File: config.mk
export PLATFORM = sky130hd
export DESIGN_NAME = risc_run_monitor_flat
export DESIGN_NICKNAME = d
export VERILOG_FILES = /design/src/rtl/risc_run_monitor_if.sv /design/src/rtl/risc_run_monitor.sv /design/src/flat_wrapper.sv
export SDC_FILE = /design/constraint.sdc
export NUM_CORES = 1
export LEC_CHECK = 0
export CAP_MARGIN = 20
export CORE_MARGIN = 2
export CORE_UTILIZATION = 48
export CTS_CLUSTER_SIZE = 20
export DETAILED_ROUTE_END_ITERATION = 10
export PLACE_DENSITY = 0.85
export SLEW_MARGIN = 20
export SYNTH_ARGS = -nofsm -noshare
export SYNTH_HDL_FRONTEND = slang
export SYNTH_SLANG_ARGS = --single-unit
File: constraint.sdc
create_clock -name clk -period 5.41 [get_ports clk]
set_clock_uncertainty 0.05 [all_clocks]
set_input_delay 0.8115 -clock clk [delete_from_list [all_inputs] [get_ports clk]]
set_output_delay 0.8115 -clock clk [all_outputs]
set_load 0.05 [all_outputs]
File: src/rtl/risc_run_monitor_if.sv
// Bus between risc_run_monitor and its driver: run control, observed/expected channels, results.
// first_bad/bad_val exist only when RUN_MON_MISMATCH_EN is defined.
interface risc_run_monitor_if #(
    parameter int NCH = 2,
    parameter int W   = 32,
    parameter int CW  = 16
);
    logic             rerun;
    logic [NCH*W-1:0] obs;
    logic [NCH*W-1:0] exp;
    logic [NCH-1:0]   mask;
    logic             dut_rst;
    logic             busy;
    logic             done;
    logic             pass;
    logic             timeout;
    logic [NCH-1:0]   match;
    logic [CW-1:0]    cycles;

`ifdef RUN_MON_MISMATCH_EN
    localparam int FBW = (NCH > 1) ? $clog2(NCH) : 1;
    logic [FBW-1:0]   first_bad;
    logic [W-1:0]     bad_val;

    modport master (
        output rerun, obs, exp, mask,
        input  dut_rst, busy, done, pass, timeout, match, cycles, first_bad, bad_val
    );
    modport slave (
        input  rerun, obs, exp, mask,
        output dut_rst, busy, done, pass, timeout, match, cycles, first_bad, bad_val
    );
`else
    modport master (
        output rerun, obs, exp, mask,
        input  dut_rst, busy, done, pass, timeout, match, cycles
    );
    modport slave (
        input  rerun, obs, exp, mask,
        output dut_rst, busy, done, pass, timeout, match, cycles
    );
`endif
endinterface

File: src/rtl/risc_run_monitor.sv
// Run controller/result checker for miniRISC: holds core reset, runs until outputs settle, checks them.
// Optional lowest-failing-channel report enabled by defining RUN_MON_MISMATCH_EN.
module risc_run_monitor #(
    parameter int NCH           = 2,
    parameter int W             = 32,
    parameter int RST_CYCLES    = 1,
    parameter int STABLE_CYCLES = 8,
    parameter int MAX_CYCLES    = 50,
    parameter int CW            = 16
) (
    input  logic              clk,
    input  logic              rst,
    risc_run_monitor_if.slave bus
);
    localparam int HW = $clog2(RST_CYCLES + 1);
    localparam int SW = $clog2(STABLE_CYCLES + 1);
    localparam logic [HW-1:0] HOLD_LAST   = HW'(RST_CYCLES - 1);
    localparam logic [SW-1:0] STABLE_LAST = SW'(STABLE_CYCLES - 1);
    localparam logic [CW-1:0] CYC_LAST    = CW'(MAX_CYCLES - 1);

    typedef enum logic [1:0] {RESET_HOLD, RUN, CHECK, DONE} state_e;

    state_e           state_q;
    logic             dut_rst_q, busy_q, done_q, pass_q, timeout_q;
    logic [NCH-1:0]   match_q;
    logic [CW-1:0]    cycles_q;
    logic [HW-1:0]    hold_q;
    logic [SW-1:0]    stable_q;
    logic [NCH*W-1:0] obs_q;

    logic             obs_eq, stable_hit, budget_hit, pass_d;
    logic [SW-1:0]    stable_d;
    logic [CW-1:0]    cycles_d;
    logic [NCH-1:0]   match_d;

`ifdef RUN_MON_MISMATCH_EN
    localparam int FBW = (NCH > 1) ? $clog2(NCH) : 1;
    logic [FBW-1:0]   first_bad_q, first_bad_d;
    logic [W-1:0]     bad_val_q, bad_val_d;
`endif

    // NOTE: every variable gets a default at the top of always_comb so no path can infer a latch.
    always_comb begin
        obs_eq     = (bus.obs == obs_q);
        stable_d   = obs_eq ? stable_q + SW'(1) : '0;
        stable_hit = obs_eq && (stable_q == STABLE_LAST);
        budget_hit = (cycles_q == CYC_LAST);
        cycles_d   = (cycles_q == '1) ? cycles_q : cycles_q + CW'(1);
        match_d    = '0;
        for (int i = 0; i < NCH; i++) begin
            match_d[i] = ~bus.mask[i] | (bus.obs[i*W +: W] == bus.exp[i*W +: W]);
        end
        pass_d = &match_d;
`ifdef RUN_MON_MISMATCH_EN
        first_bad_d = '0;
        bad_val_d   = '0;
        // Scan downward so the lowest failing channel is the one left standing.
        for (int i = NCH - 1; i >= 0; i--) begin
            if (!match_d[i]) begin
                first_bad_d = FBW'(i);
                bad_val_d   = bus.obs[i*W +: W];
            end
        end
`endif
    end

    // NOTE: obs_q is a pure delay line compared only while running, so it carries no reset.
    always_ff @(posedge clk) begin
        obs_q <= bus.obs;
    end

    // NOTE: sequential state uses non-blocking assignments so all registers update from pre-edge values.
    always_ff @(posedge clk) begin
        if (rst) begin
            state_q     <= RESET_HOLD;
            dut_rst_q   <= 1'b1;
            busy_q      <= 1'b1;
            done_q      <= 1'b0;
            pass_q      <= 1'b0;
            timeout_q   <= 1'b0;
            match_q     <= '0;
            cycles_q    <= '0;
            hold_q      <= '0;
            stable_q    <= '0;
`ifdef RUN_MON_MISMATCH_EN
            first_bad_q <= '0;
            bad_val_q   <= '0;
`endif
        end else begin
            case (state_q)
                RESET_HOLD: begin
                    if (hold_q == HOLD_LAST) begin
                        state_q   <= RUN;
                        dut_rst_q <= 1'b0;
                        hold_q    <= '0;
                    end else begin
                        hold_q <= hold_q + HW'(1);
                    end
                end
                RUN: begin
                    cycles_q <= cycles_d;
                    // Settling takes priority over budget exhaustion on the same edge.
                    if (stable_hit) begin
                        state_q  <= CHECK;
                        stable_q <= '0;
                    end else if (budget_hit) begin
                        state_q   <= DONE;
                        stable_q  <= '0;
                        done_q    <= 1'b1;
                        busy_q    <= 1'b0;
                        timeout_q <= 1'b1;
                    end else begin
                        stable_q <= stable_d;
                    end
                end
                CHECK: begin
                    state_q     <= DONE;
                    done_q      <= 1'b1;
                    busy_q      <= 1'b0;
                    pass_q      <= pass_d;
                    match_q     <= match_d;
`ifdef RUN_MON_MISMATCH_EN
                    first_bad_q <= first_bad_d;
                    bad_val_q   <= bad_val_d;
`endif
                end
                DONE: begin
                    if (bus.rerun) begin
                        state_q     <= RESET_HOLD;
                        dut_rst_q   <= 1'b1;
                        busy_q      <= 1'b1;
                        done_q      <= 1'b0;
                        pass_q      <= 1'b0;
                        timeout_q   <= 1'b0;
                        match_q     <= '0;
                        cycles_q    <= '0;
                        hold_q      <= '0;
                        stable_q    <= '0;
`ifdef RUN_MON_MISMATCH_EN
                        first_bad_q <= '0;
                        bad_val_q   <= '0;
`endif
                    end
                end
                default: state_q <= RESET_HOLD;
            endcase
        end
    end

    assign bus.dut_rst   = dut_rst_q;
    assign bus.busy      = busy_q;
    assign bus.done      = done_q;
    assign bus.pass      = pass_q;
    assign bus.timeout   = timeout_q;
    assign bus.match     = match_q;
    assign bus.cycles    = cycles_q;
`ifdef RUN_MON_MISMATCH_EN
    assign bus.first_bad = first_bad_q;
    assign bus.bad_val   = bad_val_q;
`endif
endmodule

File: src/flat_wrapper.sv
// flat-port wrapper written by rule: the top's interface ports become plain ports
module risc_run_monitor_flat 
#(
    parameter int NCH           = 2,
    parameter int W             = 32,
    parameter int RST_CYCLES    = 1,
    parameter int STABLE_CYCLES = 8,
    parameter int MAX_CYCLES    = 50,
    parameter int CW            = 16
)
  (clk, rst, bus_rerun, bus_obs, bus_exp, bus_mask, bus_dut_rst, bus_busy, bus_done, bus_pass, bus_timeout, bus_match, bus_cycles);
  risc_run_monitor_if #(.NCH(NCH), .W(W), .CW(CW)) bus_i ();
  input  logic clk;
  input  logic rst;
  input wire logic [$bits(bus_i.rerun)-1:0] bus_rerun;
  input wire logic [$bits(bus_i.obs)-1:0] bus_obs;
  input wire logic [$bits(bus_i.exp)-1:0] bus_exp;
  input wire logic [$bits(bus_i.mask)-1:0] bus_mask;
  output wire logic [$bits(bus_i.dut_rst)-1:0] bus_dut_rst;
  output wire logic [$bits(bus_i.busy)-1:0] bus_busy;
  output wire logic [$bits(bus_i.done)-1:0] bus_done;
  output wire logic [$bits(bus_i.pass)-1:0] bus_pass;
  output wire logic [$bits(bus_i.timeout)-1:0] bus_timeout;
  output wire logic [$bits(bus_i.match)-1:0] bus_match;
  output wire logic [$bits(bus_i.cycles)-1:0] bus_cycles;
  assign bus_i.rerun = bus_rerun;
  assign bus_i.obs = bus_obs;
  assign bus_i.exp = bus_exp;
  assign bus_i.mask = bus_mask;
  assign bus_dut_rst = bus_i.dut_rst;
  assign bus_busy = bus_i.busy;
  assign bus_done = bus_i.done;
  assign bus_pass = bus_i.pass;
  assign bus_timeout = bus_i.timeout;
  assign bus_match = bus_i.match;
  assign bus_cycles = bus_i.cycles;
  risc_run_monitor #(.NCH(NCH), .W(W), .RST_CYCLES(RST_CYCLES), .STABLE_CYCLES(STABLE_CYCLES), .MAX_CYCLES(MAX_CYCLES), .CW(CW)) u_core (.clk(clk), .rst(rst), .bus(bus_i));
endmodule
## After elaboration in Yosys (flattened, before gate mapping)

Index checks and enable logic that the tools add are counted.

- Register bits after elaboration: 94
- Latch bits: 0
- Bits in writable memories: 0
- ROM bits: 0
- Input port bits: 133
- Memories kept: 0

- $add $sub $neg: 3
- Multipliers: 0
- Div/mod/pow operators: 0
- $lt $le $gt $ge: 0
- Equal/unequal tests: 15
- Shift-type cells: 0
- Multiplexer cells: 28
- Bitwise operators: 4
- Reduce and logical (&&, ||, !) cells: 15

Operators with widths:

| cell | number |
|---|---|
| == test 32 bit | 2 |
| == test 64 bit | 1 |
| 2-to-1 mux 16 bit | 2 |
| case mux 16 bit (2 select lines) | 1 |
| adder 16 x 1 -> 16 bit (second input constant) | 1 |
| == test 16 bit (second input constant) | 1 |
| == test 16 x 6 -> 1 bit (second input constant) | 1 |
| 2-to-1 mux 4 bit | 4 |
| AND reduction 3 bit | 3 |
| 2-to-1 mux 1 bit | 8 |
| 2-to-1 mux 2 bit | 4 |
| != test 2 bit (second input constant) | 4 |
| case mux 1 bit (2 select lines) | 4 |
| case mux 2 bit (4 select lines) | 1 |
| case mux 4 bit (2 select lines) | 1 |
| AND reduction 2 bit | 4 |
| AND reduction 4 bit | 2 |
| case mux 1 bit (3 select lines) | 2 |
| nonzero test 2 bit | 3 |
| adder 4 x 1 -> 4 bit (second input constant) | 1 |
| == test 2 bit (second input constant) | 2 |
| == test 4 x 3 -> 1 bit (second input constant) | 1 |
| case mux 2 bit (2 select lines) | 1 |
| != test 3 x 1 -> 1 bit (second input constant) | 1 |
| 8 further kinds | 10 |

## Longest topological paths before layout

Gate-level depths: netlist (run 1).

- Word-level depth: 5
- Gate-level depth with buffers: 10

## Worst setup path after synthesis (run 1)

Ideal clock, no wire load.

- Kind: register to register
- From: reg u_core.cycles_q[0], in the netlist u_core.bus.cycles[0]
- To: reg u_core.cycles_q[2], in the netlist u_core.bus.cycles[2]
- Arrival: 2155 ps
- Data required time: 5233 ps
- Slack: 3078 ps
- Cell stages (with the launch flop): 9
- Cell sequence: dfxtp_1 > ha_1 > nand3_1 > or2_1 > or3_1 > buf_2 > and3_1 > xnor2_1 > nor2_1

- Longest elaborated chain between the ends: 3
- Elaborated cells on any way between the ends: 6
- Those cells by class: add/sub (1); eq/ne (2); mux (2); reduce/logical (1)

Ends and longest elaborated chain:

| what | RTL line | source |
|---|---|---|
| start, declared | risc_run_monitor.sv:26 | `logic [CW-1:0] cycles_q;` |
| start signal, assigned | risc_run_monitor.sv:101 | `cycles_q <= cycles_d;` |
| adder 16 x 1 -> 16 bit / == test 16 bit (equally long branches) | risc_run_monitor.sv:48 | `cycles_d = (cycles_q == '1) ? cycles_q : cycles_q + CW'(1);` |
| 2-to-1 mux 16 bit / != test 2 bit (equally long branches) | - |  |
| case mux 16 bit (2 select lines) / AND reduction 3 bit (equally long branches) | - |  |

Several ways; a longest one is shown, not always the timed one. The select of a mux whose other input is x is not followed.
A chain may end at the register's enable or synchronous reset.

## Worst setup path after layout (run 1)

- From: in bus_obs[46]
- To: reg u_core.busy_q, in the netlist u_core.bus.busy

- Longest elaborated chain between the ends: 4

Ends and longest elaborated chain:

| what | RTL line | source |
|---|---|---|
| start, declared | flat_wrapper.sv:16 | `input wire logic [$bits(bus_i.obs)-1:0] bus_obs;` |
| == test 64 bit | risc_run_monitor.sv:44 | `obs_eq = (bus.obs == obs_q);` |
| logical AND 1 bit | risc_run_monitor.sv:46 | `stable_hit = obs_eq && (stable_q == STABLE_LAST);` |
| != test 2 bit (no source line) | - |  |
| AND reduction 4 bit (no source line) | - |  |
| end signal, assigned | risc_run_monitor.sv:77 | `busy_q <= 1'b1;` |
| end signal, assigned | risc_run_monitor.sv:110 | `busy_q <= 1'b0;` |
| end signal, assigned | risc_run_monitor.sv:119 | `busy_q <= 1'b0;` |
| end, declared | risc_run_monitor.sv:24 | `logic dut_rst_q, busy_q, done_q, pass_q, timeout_q;` |

Every way passes these cells.

==> results of run 1 <==
==> worst max-delay path, stage by stage <==
cell and delay (ps):
sky130_fd_sc_hd__clkdlybuf4s50_1 460, sky130_fd_sc_hd__xor2_1 170, sky130_fd_sc_hd__nor4_1 440, sky130_fd_sc_hd__nand4_1 230, sky130_fd_sc_hd__nor4_4 670, sky130_fd_sc_hd__a2111oi_2 190, sky130_fd_sc_hd__a2bb2oi_1 180
==> routing by layer <==
layer  vias to the layer above  GRT usage (%)
met5                         -              0
met4                         0          9.168
met3                        24          5.745
met2                       135          43.22
met1                      1717          29.88
li1                       1805              -
==> cells by family after synthesis <==
family / count (synthesis) / synth area share, %
XOR/XNOR: 139 / 28.34
flip-flops: 93 / 43.34
multiplexers: 2 / 0.4661
AND/OR/NAND/NOR: 135 / 18.32
adder cells (fa/ha/maj): 7 / 2.039
AO/OA/AOI/OAI: 38 / 5.855
buffers and inverters: 13 / 1.631
==> flip-flops by register name, indices dropped and copies added (netlist names) <==
register and cells:
u_core.bus.cycles 16, u_core.stable_q 4, u_core.bus.done 1, u_core.bus.pass 1, u_core.bus.busy 1, u_core.state_q 2, u_core.bus.match 2, u_core.obs_q 64
u_core.bus.dut_rst 1, u_core.bus.timeout 1
==> per-stage QoR <==
| stage | util [%] | cells | setup slack [ps] | area, sq um |
|---|---|---|---|---|
| after floorplan | - | 427 | 3078 | 4295 |
| after CTS | 71.35 | 699 | 2191 | 6192 |
| after global placement | 68.38 | 683 | 1881 | 5934 |
| final | 71.54 | 700 | 2435 | 6208 |
| after detailed placement | 68.38 | 683 | 1833 | 5934 |
| after global routing | 71.54 | 700 | 2289 | 6208 |
==> Yosys cell counts (2+ instances only) <==
cell and count:
sky130_fd_sc_hd__and2_1 3, sky130_fd_sc_hd__xor2_1 134, sky130_fd_sc_hd__nand2b_1 7, sky130_fd_sc_hd__buf_2 2, sky130_fd_sc_hd__nand3_1 11, sky130_fd_sc_hd__a21oi_1 11, sky130_fd_sc_hd__clkbuf_1 2, sky130_fd_sc_hd__nor3_1 9
sky130_fd_sc_hd__o211ai_1 2, sky130_fd_sc_hd__o21bai_1 2, sky130_fd_sc_hd__or2_2 2, sky130_fd_sc_hd__dfxtp_1 93, sky130_fd_sc_hd__mux2i_1 2, sky130_fd_sc_hd__ha_1 7, sky130_fd_sc_hd__nand2_1 11, sky130_fd_sc_hd__and3_1 2
sky130_fd_sc_hd__nand4_1 13, sky130_fd_sc_hd__buf_6 2, sky130_fd_sc_hd__xnor2_1 5, sky130_fd_sc_hd__a22oi_1 2, sky130_fd_sc_hd__nor2_1 22, sky130_fd_sc_hd__nor2b_1 3, sky130_fd_sc_hd__or3_1 5, sky130_fd_sc_hd__o2bb2ai_1 2
sky130_fd_sc_hd__nor4_1 35, sky130_fd_sc_hd__a31oi_1 2, sky130_fd_sc_hd__nor3b_1 3, sky130_fd_sc_hd__o21ai_0 9, sky130_fd_sc_hd__inv_1 6
==> area by class of cell <==
cell class | instances | area [sq um] | area share, %
sequential | 93 | 1862 | 29.99
tap | 108 | 135.1 | 2.177
clock inverter | 5 | 106.4 | 1.713
timing repair buffer | 156 | 1559 | 25.11
clock buffer | 11 | 151.4 | 2.439
multi-input combinational | 321 | 2372 | 38.21
inverter | 6 | 22.52 | 0.3628
==> power by group <==
| part | total [uW] | switching (uW) | internal [uW] |
|---|---|---|---|
| clock | 571 | 238 | 333 |
| sequential | 768 | 33.8 | 734 |
| combinational | 506 | 275 | 231 |
| total | 1850 | 547 | 1300 |
==> worst min path at each step <==
| stage | end | slack [ps] | cells past startpoint |
|---|---|---|---|
| after global placement | u_core.stable_q[1] | 410 | 2 |
| after CTS | u_core.stable_q[1] | 430 | 2 |
| after detailed placement | u_core.stable_q[1] | 420 | 2 |
| after global routing | u_core.stable_q[1] | 440 | 2 |
| after floorplan | u_core.stable_q[1] | 400 | 2 |
| final | u_core.stable_q[1] | 430 | 2 |
==> flow_summary.json, run 1 <==
{
  "part_of_the_cycle_the_worst_path_needs_pct": 55.00,
  "start_to_end_type_of_the_worst_setup_path": "primary input to register",
  "clk_path_buf_depth": 2,
  "htree_num_levels": 3,
  "route.antenna.remaining_nets": 0,
  "numPortBuffers": 155,
  "grt_max_degree": 23,
  "static_leakage_uw": 0.002413,
  "cts.repair_timing.setup_buffer_count": 0,
  "cts_hold_buffers": 0,
  "vdd_ir_drop_max_v": 0.0001400,
  "drive_above_1_share_pct": 4.561,
  "synth_async_sr_flop_share_pct": 0,
  "r2r_start": "u_core.state_q[1]",
  "cts.root.buffer_cell": "sky130_fd_sc_hd__clkbuf_8",
  "most_common_cell_after_layout_fill_and_taps_aside": "sky130_fd_sc_hd__clkdlybuf4s50_1",
  "antenna_cells": 0,
  "synth_nets": 567,
  "totalPowerFinal_uw": 1846,
  "drtIter0Drc": 147,
  "p_per_area_nw_per_um2": 297.3,
  "placementRows": 34,
  "tritoncts": "yes",
  "synth_top_flop_cell": "sky130_fd_sc_hd__dfxtp_1",
  "number_of_standard_cells_after_synthesis": 427,
  "dieWidth_um": 98.60,
  "largest_area_contributor_in_the_synthesized_netlist": "sky130_fd_sc_hd__dfxtp_1",
  "setup.worst_path.start_class": "primary input",
  "post_synth.cell_area_avg_sq_um": 10.06,
  "remaining_drc_errors": 0,
  "synthDistinctLibCells": 47,
  "post_synth_instance_area_sq_um": 4295,
  "routed_wire_length_per_instance_um": 17.09,
  "r2r-end": "u_core.bus.cycles[5]",
  "reg2regPathDepth": 8,
  "crit_path_max_fanout": 11,
  "cts_repair_resize_count": 0,
  "die-area_sq_um": 9721,
  "initial_core_util_pct": 49.50,
  "drt_pass1_iterations": 4,
  "final-setup-viol-count": 0,
  "post_drt_via_cell_ratio": 5.259,
  "layout_common_cells": "sky130_fd_sc_hd__clkdlybuf4s50_1, sky130_fd_sc_hd__xor2_1, sky130_fd_sc_hd__dfxtp_1, sky130_fd_sc_hd__nor4_1, sky130_fd_sc_hd__nor2_1",
  "holdWs_ps": 433.2,
  "synth-warning-count": 0,
  "hold_crit_class": "register to register",
  "synth_enable_flop_cells": 0,
  "setup_repair_after_global_routing_missed_its_margin": "false",
  "netlist.area_leader.share_pct": 43.34,
  "grt_use_total_pct": 24.81,
  "num_io_pins": 156,
  "min-delay-start": "u_core.stable_q[1]",
  "slew_viol_final": 0,
  "route.top_layer_used": "met4",
  "cts.sinks": 93,
  "cts_made_buffers": 9,
  "detailroute.via_count": 3681,
  "critical_path.startpoint": "bus_obs[46]",
  "timing.final.hold_violations": 0,
  "worst_setup_hold_path_clk_slew_ps": 90,
  "run_status": "completed",
  "seq_area_frac_synth_pct": 43.34,
  "period_needed_ps": 2975,
  "r2r_slack_ps": 2990,
  "grt_first_pass_wirelength_um": 19170,
  "endpoint": "u_core.bus.busy",
  "antenna_found_initial": 0,
  "design.core.area_sq_um": 8678,
  "tightestPinTransition_ps": 828.0,
  "fin_nets": 727,
  "worst_skew_pair.late_latency_ps": 350,
  "routabilityCongestion": 0.8568,
  "critPathCaptureType": "register",
  "yosys-top-cells-area": "sky130_fd_sc_hd__dfxtp_1, sky130_fd_sc_hd__xor2_1, sky130_fd_sc_hd__nor4_1",
  "route.layer.met1.wl_um": 5018,
  "wl_met2_um": 5869,
  "postSynthRegisterBits": 93,
  "setup-tns-final_ps": 0,
  "cp_data_arrival_time_ps": 3150,
  "area_delta_synth_final_pct": 44.54,
  "max_cap_viols": 0,
  "postRouteWirelength_um": 11960,
  "timing.slew.headroom_pct": 44.33,
  "first_global_vias": 3906,
  "wl_met3_um": 729,
  "filler_cell_count": 665,
  "clock.fmax_ghz": 0.3361,
  "globalRouteOverflowTotal": 0,
  "place_hpwl_um": 9681,
  "critical_path_required_ps": 5590,
  "dieHeight_um": 98.60
}
Note: power is estimated with default switching activity, not from simulation.
==> inputs of run 2 (changes only) <==
CORE_UTILIZATION = 45   (was 48)
PLACE_DENSITY = 0.81   (was 0.85)
clock period = 3 ns   (was 5.41 ns; I/O delays follow)
==> run 2 against run 1 <==
Compared with the run above: setup slack got worse by 1800 ps; clock-buffer cell count decreased by 1; utilization decreased by 3.8 points; routed wire length decreased by 0.82%; highest routed layer unchanged; critical path depth increased by 1; cell count increased by 3.3%; largest cell class unchanged; combinational power increased by 80%.
==> flow_summary.json, run 2 (same netlist as run 1, synthesis figures left out) <==
{
  "clock.fmax_ghz": 0.4209,
  "worst_skew_pair.late_latency_ps": 370,
  "critical_path_buf_inv_count": 2,
  "cts_hold_buffers": 0,
  "dieWidth_um": 101.7,
  "worst_setup_hold_path_clk_slew_ps": 90,
  "detailroute.via_count": 3658,
  "tritoncts": "yes",
  "holdPathEnd": "u_core.bus.done",
  "timing.slew.headroom_pct": 47.85,
  "place_hpwl_um": 9442,
  "static_leakage_uw": 0.002417,
  "period_needed_ps": 2376,
  "hold_depth": 2,
  "first_global_vias": 3831,
  "setup.worst_path.start_class": "primary input",
  "vdd_ir_drop_max_v": 0.0002646,
  "placementRows": 35,
  "cts_made_buffers": 9,
  "cts.repair_timing.setup_buffer_count": 0,
  "critPathCaptureType": "register",
  "run_status": "completed",
  "clk_path_buf_depth": 2,
  "antenna_found_initial": 0,
  "critical_path_required_ps": 3210,
  "drtIter0Drc": 141,
  "drive_above_1_share_pct": 4.882,
  "dpl-instance-area_sq_um": 5983,
  "htree_num_levels": 3,
  "die-area_sq_um": 10340,
  "final_core_utilization_pct": 67.69,
  "grt_first_pass_wirelength_um": 18800,
  "r2r-end": "u_core.bus.cycles[5]",
  "max_cap_viols": 0,
  "p_seq_share_pct": 40.8,
  "setup_repair_after_global_routing_missed_its_margin": "false",
  "cts_repair_resize_count": 0,
  "most_common_cell_after_layout_fill_and_taps_aside": "sky130_fd_sc_hd__clkdlybuf4s50_1",
  "slew_viol_final": 0,
  "post-route-cell-area_sq_um": 6255,
  "postRouteWirelength_um": 11860,
  "timing.final.hold_violations": 0,
  "r2r_slack_ps": 630,
  "critical-path-top-delay-family": "simple AND/OR/NAND/NOR gates",
  "r2r_start": "u_core.state_q[1]",
  "route.antenna.remaining_nets": 0,
  "antenna_cells": 0,
  "clock_power_share_pct": 32.5,
  "num_io_pins": 156,
  "min-delay-start": "u_core.bus.done",
  "cp_data_arrival_time_ps": 2580,
  "crit_path_top_delay_cell": "sky130_fd_sc_hd__clkdlybuf4s50_1",
  "setup_slack_ps": 624.3,
  "slowest_delay_ps": 490,
  "initial_core_util_pct": 46.49,
  "fin_nets": 729,
  "net_switching_power_figure_uw": 1003,
  "remaining_drc_errors": 0,
  "numPortBuffers": 155,
  "cts.sinks": 93,
  "top_register": "u_core.obs_q",
  "hold_crit_class": "register to register",
  "cts.root.buffer_cell": "sky130_fd_sc_hd__clkbuf_8",
  "post_drt_via_cell_ratio": 5.059,
  "design.core.area_sq_um": 9240,
  "routed_wire_length_per_instance_um": 16.41,
  "reg2regPathDepth": 8,
  "routabilityCongestion": 0.8600,
  "start_to_end_type_of_the_worst_setup_path": "primary input to register",
  "setup-tns-final_ps": 0,
  "largest_reg_flops": 64,
  "area_delta_synth_final_pct": 45.62,
  "power.combinational.fraction_pct": 26.7,
  "preCtsSetupSlack_ps": 266.0,
  "dieHeight_um": 101.7,
  "grt_use_total_pct": 23.77,
  "worstPathCellList": "clkdlybuf4s50_1 > xor2_1 > nor4_1 > nand4_1 > nor4_2 > buf_4 > a21oi_2 > o221a_1",
  "part_of_the_cycle_the_worst_path_needs_pct": 79.19,
  "final-setup-viol-count": 0,
  "grt_max_degree": 23,
  "netSwitchingFraction_pct": 29.46,
  "intPower_uw": 2401,
  "tightestPinTransition_ps": 775.6,
  "p_per_area_nw_per_um2": 544.3,
  "drt_pass1_iterations": 4,
  "crit_path_max_fanout": 11,
  "layout_common_cells": "sky130_fd_sc_hd__clkdlybuf4s50_1, sky130_fd_sc_hd__xor2_1, sky130_fd_sc_hd__dfxtp_1, sky130_fd_sc_hd__nor4_1, sky130_fd_sc_hd__nor2_1",
  "globalRouteOverflowTotal": 0
}
[run 2: metrics by stage]
stage                     total power, uW  std cells  hold WS [ps]
after global placement               2285        707         408.8
after CTS                            3422        723         440.2
after floorplan                      1934        427         398.1
after global routing                 3555        723         456.7
final                                3405        723         438.6
after detailed placement             2317        707         425.6
[run 2: metal layers]
layer / part of all wire [%] / track usage, % / routed length, um
met1: 44 / 29.99 / 5244
met2: 47 / 38.97 / 5536
met3: 5.7 / 4.969 / 671
met4: 3.5 / 10.91 / 410
met5: 0 / 0 / 0
[run 2: tightest hold or removal path, stage by stage (launching register included)]
cell and delay (ps):
sky130_fd_sc_hd__dfxtp_1 330, sky130_fd_sc_hd__nand2b_1 70, sky130_fd_sc_hd__o2bb2ai_1 50
[run 2: power by group through the flow]
stage	clock network, uW	logic, uW	registers [uW]
finish	1110	910	1390
global placement	0	875	1410
global route	1170	986	1400
CTS	1120	914	1390
floorplan	0	432	1500
detailed placement	0	904	1410
[run 2: how the worst max path moves through the flow]
| stage | startpoint | to | slack, ps | cells past startpoint |
|---|---|---|---|---|
| finish | bus_obs[35] | u_core.state_q[0] | 620 | 8 |
| global route | u_core.state_q[1] | u_core.bus.cycles[5] | 440 | 8 |
| CTS | u_core.state_q[1] | u_core.bus.cycles[5] | 640 | 8 |
| detailed placement | bus_obs[0] | u_core.state_q[0] | 270 | 8 |
| global placement | bus_obs[35] | u_core.state_q[0] | 300 | 8 |
| floorplan | u_core.bus.cycles[0] | u_core.bus.cycles[2] | 670 | 8 |
[run 2: layout make-up]
class / instances / area (sq um)
Clock inverter: 6 / 133.9
Tap cell: 129 / 161.4
Multi-Input combinational cell: 321 / 2364
Clock buffer: 10 / 137.6
Timing Repair Buffer: 158 / 1574
Sequential cell: 93 / 1862
Inverter: 6 / 22.52
Fill cell: 756 / 2985
==> inputs of run 3 (changes only) <==
CORE_UTILIZATION = 41   (was 45)
PLACE_DENSITY = 0.77   (was 0.81)
clock period = 1.96 ns   (was 3 ns; I/O delays follow)
==> run 3 against run 2 <==
Compared with the run above: the flow now finishes with violations (negative setup slack); clock power grew 14%; routed wire length is 11% higher; sequential share of layout area down 2.5 points; combinational power rose by 82%; power increased by 49%; critical path depth is the same; first-iteration DRC count did not move; register-to-register slack lost 760 ps; die area increased by 9.4%; flip-flop and latch count stayed put; global-route usage fell by 0.96 points; non-clock buffer count rose by 75.
==> flow_summary.json, run 3 (same netlist as run 1, synthesis figures left out) <==
{
  "timing.slew.headroom_pct": 65.45,
  "setup-tns-final_ps": -716.7,
  "detailroute.via_count": 3933,
  "grt_first_pass_wirelength_um": 20040,
  "worstPathCellList": "clkdlybuf4s50_1 > xor2_1 > nor4_1 > nand4_1 > nor4_4 > buf_4 > a21oi_2 > o221a_1",
  "globalRouteOverflowTotal": 0,
  "seqCellArea_sq_um": 1898,
  "area_delta_synth_final_pct": 62.16,
  "vdd_ir_drop_max_v": 0.0004015,
  "r2r-end": "u_core.state_q[0]",
  "largest_reg_flops": 64,
  "antenna_found_initial": 0,
  "grt_max_degree": 18,
  "period_needed_ps": 2126,
  "dieHeight_um": 106.4,
  "r2r_start": "u_core.obs_q[46]",
  "start_to_end_type_of_the_worst_setup_path": "primary input to register",
  "routabilityCongestion": 0.9030,
  "max_cap_viols": 0,
  "part_of_the_cycle_the_worst_path_needs_pct": 108.4,
  "preCtsSetupSlack_ps": -609.5,
  "cts_made_buffers": 9,
  "critical_path_required_ps": 2160,
  "hold_depth": 1,
  "antenna_cells": 0,
  "timing.final.hold_violations": 0,
  "placementRows": 37,
  "tritoncts": "yes",
  "run_status": "finished, violations left",
  "route.antenna.remaining_nets": 0,
  "dieWidth_um": 106.4,
  "filler_cell_count": 799,
  "drt_pass1_iterations": 4,
  "static_leakage_uw": 0.002974,
  "use_met1_pct": 26.05,
  "globalRouteMet3Util_pct": 4.047,
  "cp_data_arrival_time_ps": 2320,
  "failed_checks": "negative setup slack",
  "most_common_cell_after_layout_fill_and_taps_aside": "sky130_fd_sc_hd__xor2_1",
  "critical_path.startpoint": "bus_obs[56]",
  "initial_core_util_pct": 41.98,
  "grt_use_total_pct": 22.80,
  "globalRoute.busiestLayer": "met2",
  "place_hpwl_um": 10390,
  "final-setup-viol-count": 9,
  "fin_nets": 804,
  "p_per_area_nw_per_um2": 726.6,
  "crit_path_max_fanout": 5,
  "post_drt_via_cell_ratio": 4.886,
  "multi_input_area_sq_um": 2517,
  "remaining_drc_errors": 0,
  "hold_crit_class": "primary input to register",
  "routed_wire_length_per_instance_um": 16.38,
  "layout_common_cells": "sky130_fd_sc_hd__xor2_1, sky130_fd_sc_hd__clkdlybuf4s50_1, sky130_fd_sc_hd__buf_4, sky130_fd_sc_hd__dfxtp_1, sky130_fd_sc_hd__nor4_1",
  "first_global_vias": 4149,
  "endpoint": "u_core.state_q[0]",
  "die-area_sq_um": 11310,
  "dpl-instance-area_sq_um": 6585,
  "reg2regPathDepth": 8,
  "worst_skew_pair.late_latency_ps": 360,
  "htree_num_levels": 3,
  "cts.sinks": 93,
  "setup.worst_path.start_class": "primary input",
  "setup_repair_after_global_routing_missed_its_margin": "true",
  "worst_setup_hold_path_clk_slew_ps": 100,
  "num_io_pins": 156,
  "drtIter0Drc": 141,
  "holdWs_ps": 138.6,
  "clock.fmax_ghz": 0.4705,
  "postRouteWirelength_um": 13190,
  "cts.root.buffer_cell": "sky130_fd_sc_hd__clkbuf_8",
  "numPortBuffers": 155,
  "drive_above_1_share_pct": 21.23,
  "grt.met2_usage_pct": 42.08,
  "crit_path_top_delay_cell": "sky130_fd_sc_hd__clkdlybuf4s50_1",
  "tightestPinTransition_ps": 516.7,
  "post-route-cell-area_sq_um": 6965,
  "r2r_slack_ps": -130,
  "clk_path_buf_depth": 2,
  "slew_viol_final": 0,
  "design.core.area_sq_um": 10230,
  "cts_hold_buffers": 0,
  "top_register": "u_core.obs_q",
  "slowest_delay_ps": 490,
  "setup_slack_ps": -165.6,
  "critPathCaptureType": "register"
}
## run 3: worst max-delay path, delay by kind of cell
kind / cells / cell delay [ps]
AOI/OAI and AO/OA: 2 / 310
buffers and inverters: 2 / 700
xor gates and xnor gates: 1 / 180
and+or+nand+nor: 3 / 840
## run 3: through the flow
step                utilization [%]  cells  total power [uW]
floorplan                         -    427              2968
global placement              64.36    787              3699
detailed placement            64.36    787              3754
CTS                           66.85    805              5027
global route                  68.08    805              5331
finish                        68.08    805              5061
## run 3: timing repair
action                                  in CTS  in global routing
endpoints found under the setup margin      23                 30
gates cloned                                 1                  0
pin swaps                                   13                 13
buffers inserted                             1                  0
resized for setup                           26                 33
## run 3: layout make-up
class	count	share of cell area [%]
inverter	6	0.3233
clock inverter	6	0.7724
multi-input combinational	321	36.14
sequential	93	27.25
clock buffer	10	1.976
tap	136	2.443
timing repair buffer	233	31.09
## run 3: worst min path at each step
stage                                  start                  to  slack, ps
after floorplan                   bus_obs[0]     u_core.obs_q[0]        270
after global placement    u_core.stable_q[1]  u_core.stable_q[1]        410
after detailed placement  u_core.stable_q[1]  u_core.stable_q[1]        420
after CTS                         bus_obs[9]     u_core.obs_q[9]        220
after global routing             bus_obs[11]    u_core.obs_q[11]        120
final                            bus_obs[11]    u_core.obs_q[11]        140
## run 3: layer usage
| metal | part of all wire [%] | routed length (um) |
|---|---|---|
| met1 | 42 | 5474 |
| met2 | 51 | 6780 |
| met3 | 4.6 | 609 |
| met4 | 2.4 | 323 |
| met5 | 0 | 0 |
## run 3: where the power goes
part	internal [uW]	switching, uW	leakage, uW
sequential	2030	110	0.000785
clock	520	740	0.0000954
combinational	809	852	0.00209
